==> config.mk <==
export PLATFORM = sky130hd
export DESIGN_NAME = iteration_pixel_unpacker_flat
export DESIGN_NICKNAME = d
export VERILOG_FILES = /design/src/rtl/iteration_pixel_unpacker_if.sv /design/src/rtl/iteration_pixel_unpacker.sv /design/src/flat_wrapper.sv
export SDC_FILE = /design/constraint.sdc
export NUM_CORES = 1
export LEC_CHECK = 0
export BUFFER_PORTS_ARGS = -buffer_cell sky130_fd_sc_hd__clkbuf_2
export CAP_MARGIN = 20
export CORE_MARGIN = 2
export CORE_UTILIZATION = 24
export DETAILED_ROUTE_END_ITERATION = 12
export HOLD_SLACK_MARGIN = 0.08
export REMOVE_ABC_BUFFERS = 1
export SLEW_MARGIN = 10
export SYNTH_ARGS = -nofsm -noshare
export SYNTH_HDL_FRONTEND = slang
export SYNTH_SLANG_ARGS = --single-unit
==> constraint.sdc <==
create_clock -name clk -period 5.81 [get_ports clk]
set_input_delay 1.162 -clock clk [delete_from_list [all_inputs] [get_ports clk]]
set_output_delay 1.162 -clock clk [all_outputs]
set_load 0.1 [all_outputs]
==> src/rtl/iteration_pixel_unpacker_if.sv <==
// iteration_pixel_unpacker_if: read-FIFO and HDMI pixel signals of the unpacker
interface iteration_pixel_unpacker_if;
  logic [31:0] rd_data;
  logic        rd_empty;
  logic        rd_en;
  logic        stream_data;
  logic        end_line;
  logic [23:0] data_out;
  logic        data_out_valid;
  logic        underflow;
  logic        align_err;
  modport master (
    output rd_data, rd_empty, stream_data, end_line,
    input  rd_en, data_out, data_out_valid, underflow, align_err
  );
  modport slave (
    input  rd_data, rd_empty, stream_data, end_line,
    output rd_en, data_out, data_out_valid, underflow, align_err
  );
endinterface

==> src/rtl/iteration_pixel_unpacker.sv <==
// iteration_pixel_unpacker: unpacks four 8-bit iteration counts per FIFO word into RGB pixels
module iteration_pixel_unpacker #(
  parameter int max_iterations = 255,
  parameter int ITER_WIDTH     = 8
) (
  input logic clk,
  input logic reset,
  iteration_pixel_unpacker_if.slave bus
);
  typedef enum logic [1:0] {EMPTY, ONE, TWO} occ_t;
  occ_t                  state_q, state_d;
  logic [31:0]           cur_q, cur_d, nxt_q, nxt_d;
  logic [1:0]            idx_q, idx_d, idx_nx;
  logic [23:0]           data_q, data_d;
  logic                  valid_q, valid_d, under_q, under_d, align_q, align_d;
  logic [ITER_WIDTH-1:0] cnt;
  logic                  cur_v, nxt_v, produce, discard, consume, cur_keep, nxt_keep, pop;
  assign bus.rd_en          = pop;
  assign bus.data_out       = data_q;
  assign bus.data_out_valid = valid_q;
  assign bus.underflow      = under_q;
  assign bus.align_err      = align_q;
  // slot occupancy, pop decision, byte selection and colour mapping
  always_comb begin
    cur_v    = state_q != EMPTY;
    nxt_v    = state_q == TWO;
    produce  = bus.stream_data && cur_v;
    idx_nx   = produce ? idx_q + 2'd1 : idx_q;
    discard  = bus.end_line && idx_nx != 2'd0;
    consume  = (produce && idx_q == 2'd3) || discard;
    cur_keep = cur_v && (!consume || nxt_v);
    nxt_keep = nxt_v && !consume;
    pop      = !reset && !bus.rd_empty && !(cur_keep && nxt_keep);
    cur_d    = (pop && !cur_keep) ? bus.rd_data : consume ? nxt_q : cur_q;
    nxt_d    = (pop && cur_keep) ? bus.rd_data : nxt_q;
    state_d  = (cur_keep || pop) ? (((pop && cur_keep) || nxt_keep) ? TWO : ONE) : EMPTY;
    idx_d    = consume ? 2'd0 : idx_nx;
    cnt      = cur_q[{idx_q, 3'b000} +: ITER_WIDTH];
    data_d   = !bus.stream_data ? data_q :
               (produce && cnt != ITER_WIDTH'(max_iterations)) ? {cnt, cnt[ITER_WIDTH-2:0], 1'b0, ~cnt} :
               24'h000000;
    valid_d  = bus.stream_data;
    under_d  = under_q | (bus.stream_data && !cur_v);
    align_d  = align_q | discard;
  end
  // state registers with synchronous reset
  always_ff @(posedge clk) begin
    if (reset) begin
      state_q <= EMPTY;
      cur_q   <= '0;
      nxt_q   <= '0;
      idx_q   <= '0;
      data_q  <= '0;
      valid_q <= 1'b0;
      under_q <= 1'b0;
      align_q <= 1'b0;
    end else begin
      state_q <= state_d;
      cur_q   <= cur_d;
      nxt_q   <= nxt_d;
      idx_q   <= idx_d;
      data_q  <= data_d;
      valid_q <= valid_d;
      under_q <= under_d;
      align_q <= align_d;
    end
  end
endmodule

==> src/flat_wrapper.sv <==
// flat-port wrapper written by rule: the top's interface ports become plain ports
module iteration_pixel_unpacker_flat 
#(
  parameter int max_iterations = 255,
  parameter int ITER_WIDTH     = 8
)
  (clk, reset, bus_rd_data, bus_rd_empty, bus_stream_data, bus_end_line, bus_rd_en, bus_data_out, bus_data_out_valid, bus_underflow, bus_align_err);
  iteration_pixel_unpacker_if bus_i ();
  input logic clk;
  input logic reset;
  input wire logic [$bits(bus_i.rd_data)-1:0] bus_rd_data;
  input wire logic [$bits(bus_i.rd_empty)-1:0] bus_rd_empty;
  input wire logic [$bits(bus_i.stream_data)-1:0] bus_stream_data;
  input wire logic [$bits(bus_i.end_line)-1:0] bus_end_line;
  output wire logic [$bits(bus_i.rd_en)-1:0] bus_rd_en;
  output wire logic [$bits(bus_i.data_out)-1:0] bus_data_out;
  output wire logic [$bits(bus_i.data_out_valid)-1:0] bus_data_out_valid;
  output wire logic [$bits(bus_i.underflow)-1:0] bus_underflow;
  output wire logic [$bits(bus_i.align_err)-1:0] bus_align_err;
  assign bus_i.rd_data = bus_rd_data;
  assign bus_i.rd_empty = bus_rd_empty;
  assign bus_i.stream_data = bus_stream_data;
  assign bus_i.end_line = bus_end_line;
  assign bus_rd_en = bus_i.rd_en;
  assign bus_data_out = bus_i.data_out;
  assign bus_data_out_valid = bus_i.data_out_valid;
  assign bus_underflow = bus_i.underflow;
  assign bus_align_err = bus_i.align_err;
  iteration_pixel_unpacker #(.max_iterations(max_iterations), .ITER_WIDTH(ITER_WIDTH)) u_core (.clk(clk), .reset(reset), .bus(bus_i));
endmodule
==> flow_metrics.env <==
export IMPL_outcome="completed"
export IMPL_cts_root_buffer="sky130_fd_sc_hd__clkbuf_16"
export IMPL_finalWorstSetupSlack_ns=1.54
export IMPL_floorplan_die_height_microns=138
export IMPL_final_setup_tns_ns=0
export IMPL_areaGrowthSynthToFinish_pct=17.2
export IMPL_io_pin_count=65
export IMPL_postRouteAntennaNets=0
export IMPL_drt_initial_drc_count=300
export IMPL_regArea_sq_mm=0.00174
export IMPL_cts_clk_slew_worst_paths_ns=0.06
export IMPL_grt_total_usage=0.130
export IMPL_globalRouteMet2Util=0.202
export IMPL_synth_top_flop_cell="sky130_fd_sc_hd__dfxtp_1"
export IMPL_worstPathRequired_ns=4.65
export IMPL_cts_buffers=9
export IMPL_drive_gt1_frac=0.210
export IMPL_grt_pass1_vias=3626
export IMPL_leakagePower_nw=1.82
export IMPL_endpoint_kind="primary output"
export IMPL_cts_setup_buffers=0
export IMPL_max_cap_viol_count=0
export IMPL_mostFrequentLayoutCell="sky130_fd_sc_hd__dfxtp_1"
export IMPL_layout_cells_most_common_list="sky130_fd_sc_hd__dfxtp_1 (87), sky130_fd_sc_hd__clkbuf_2 (63), sky130_fd_sc_hd__nand3_1 (35)"
export IMPL_least_margin_pin_slew_ns=1.00
export IMPL_slew_headroom=0.333
export IMPL_yosysUniqueCellTypes=41
export IMPL_grt_busiest_layer="met2"
export IMPL_grt_overflow=0
export IMPL_dr_pass1_iters=5
export IMPL_routabilityCongestion=0.773
export IMPL_antenna_found_initial=0
export IMPL_seq_area_frac_synth=0.405
export IMPL_synth_top_cells_by_area="sky130_fd_sc_hd__dfxtp_1 (40%), sky130_fd_sc_hd__o2111ai_1 (6.7%), sky130_fd_sc_hd__a311oi_1 (6.5%)"
export IMPL_multiInputGateArea_sq_mm=0.00215
export IMPL_drt_drc_violations_left=0
export IMPL_synth_top_cell_area_share=0.405
export IMPL_cts_sinks=87
export IMPL_postRouteWirelength_mm=12.2
export IMPL_cts_htree_levels=3
export IMPL_finalClockSkew_ns=0.00635
export IMPL_tritoncts_clock_tree="yes"
export IMPL_wl_per_cell_microns=16.3
export IMPL_hold_buf_count_cts=0
export IMPL_pwr_density_cell_mw_per_mm2=302
export IMPL_report_final_slew_viol_count=0
export IMPL_setup_viol=0
export IMPL_vias_per_cell=5.12
export IMPL_ys_async_sr_fraction=0
export IMPL_filler_cell_count=1857
export IMPL_core_sq_mm=0.0174
export IMPL_post_synthesis_cell_area_sq_mm=0.00430
export IMPL_synthCells=496
export IMPL_start_util=0.247
export IMPL_fmax_mhz=234
export IMPL_crit_fanout=33
export IMPL_arrival_ns=3.10
export IMPL_ys_seq_elements=87
export IMPL_cts_root_to_sink_buffers=2
export IMPL_timing_final_hold_violations=0
export IMPL_synth_area_per_cell_sq_um=8.68
export IMPL_peakVddDrop_uv=178
export IMPL_grt_max_degree=40
export IMPL_min_delay_path_class="reg2reg"
export IMPL_post_place_ws_ns=1.53
export IMPL_grt_setup_unrepaired="no"
export IMPL_start_kind="input pin"
export IMPL_ys_warn_count=0
export IMPL_clk_insertion_delay_late_ns=0.34
export IMPL_nNetsFinal=557
export IMPL_antennaDiodeCount=0
export IMPL_finish_utilization=0.290
export IMPL_finalWorstPathRequiredPeriod_ns=4.27
export IMPL_met3_layer_usage_reported_by_global_route=0.0263
export IMPL_grt_util_met1=0.184
export IMPL_first_pass_grt_wire_length_mm=19.5
export IMPL_finalCritPeriodShare=0.734
export IMPL_post_cts_resize_count=0
export IMPL_io_buffer_count=63
export IMPL_vias=3838
export IMPL_post_synth_top_area_cell="sky130_fd_sc_hd__dfxtp_1"
export IMPL_die_w_microns=138
export IMPL_die_area_sq_mm=0.0190
export IMPL_critical_path_class="in2out"
export IMPL_place_detailed_hpwl_mm=7.60
export IMPL_num_rows=48
export IMPL_synth_edf_count=0
## cell usage after synthesis (3+ instances only)
library cell,number
sky130_fd_sc_hd__dfxtp_1,87
sky130_fd_sc_hd__clkbuf_1,40
sky130_fd_sc_hd__nand3_1,35
sky130_fd_sc_hd__inv_1,34
sky130_fd_sc_hd__o21ai_1,34
sky130_fd_sc_hd__o2111ai_1,33
sky130_fd_sc_hd__o21ai_0,33
sky130_fd_sc_hd__a211oi_1,32
sky130_fd_sc_hd__a311oi_1,32
sky130_fd_sc_hd__nor2_1,22
sky130_fd_sc_hd__nand2_1,20
sky130_fd_sc_hd__buf_2,11
sky130_fd_sc_hd__buf_4,11
sky130_fd_sc_hd__a21oi_1,10
sky130_fd_sc_hd__and3_1,8
sky130_fd_sc_hd__mux4_2,8
sky130_fd_sc_hd__a221oi_2,5
sky130_fd_sc_hd__and2_1,5
sky130_fd_sc_hd__o21a_1,4
sky130_fd_sc_hd__a221oi_1,3
sky130_fd_sc_hd__buf_1,3
sky130_fd_sc_hd__nor3_1,3
## critical path: stages
cell                       delay [ns]
sky130_fd_sc_hd__clkbuf_2        0.20
sky130_fd_sc_hd__o21a_1          0.50
sky130_fd_sc_hd__nor2_1          0.10
sky130_fd_sc_hd__buf_4           0.25
sky130_fd_sc_hd__nor2_1          0.28
sky130_fd_sc_hd__o31a_1          0.16
sky130_fd_sc_hd__clkbuf_2        0.45
## cell families (layout without fill, tap and decap cells)
kind of cell	after synthesis	after routing	share of synthesized area
other cells	1	1	0.000872
xor+xnor	1	1	0.00204
simple gates	102	102	0.116
flops	87	87	0.405
mux	10	10	0.0465
fa+ha+maj	1	1	0.00291
compound gates	194	194	0.327
buf+inv	100	128	0.100
## final timing paths
path                                 startpoint                             to  slack [ns]  cells after the start
setup / recovery                bus_stream_data                      bus_rd_en        1.54                      7
setup reg to reg     u_core.idx_q[1]$_SDFF_PP0_  u_core.cur_q[23]$_SDFFE_PP0P_        2.67                      8
hold reg to reg   u_core.nxt_q[11]$_SDFFE_PP0P_  u_core.nxt_q[11]$_SDFFE_PP0P_        0.47                      2
hold / removal    u_core.nxt_q[11]$_SDFFE_PP0P_  u_core.nxt_q[11]$_SDFFE_PP0P_        0.47                      2
## sequential cells by signal (all words and copies together), names as in the netlist
name and count:
u_core.bus.align_err 1, u_core.bus.data_out 16, u_core.bus.data_out_valid 1, u_core.bus.underflow 1, u_core.cur_q 32, u_core.idx_q 2
u_core.nxt_q 32, u_core.state_q 2
## cell type report
class | count | area share
inverters | 35 | 0.0260
clock buffers | 10 | 0.0454
flip-flops and latches | 87 | 0.345
clock inverters | 6 | 0.0122
well taps | 225 | 0.0558
multi-input cells | 309 | 0.427
repair buffers | 77 | 0.0888
## power breakdown
part / switching (mW) / internal (mW)
clock: 0.234 / 0.332
combinational: 0.217 / 0.0823
sequential: 0.0227 / 0.636
## routing by layer
metal  wire (microns)  part of all wire
met1             5890              0.48
met4              112            0.0092
met2             5370              0.44
met3              803             0.066
met5                0                 0
## through the flow
stage / total power, mW / cell area, sq um / cells / hold WS [ns]
4_1_cts: 1.54 / 5000 / 747 / 0.476
6_report: 1.52 / 5040 / 749 / 0.473
3_3_place_gp: 0.962 / 4710 / 731 / 0.461
2_1_floorplan: 0.862 / 4000 / 431 / 0.453
5_1_grt: 1.59 / 5040 / 749 / 0.500
3_5_place_dp: 0.965 / 4710 / 731 / 0.467
Power figures use the tool's default switching activity.
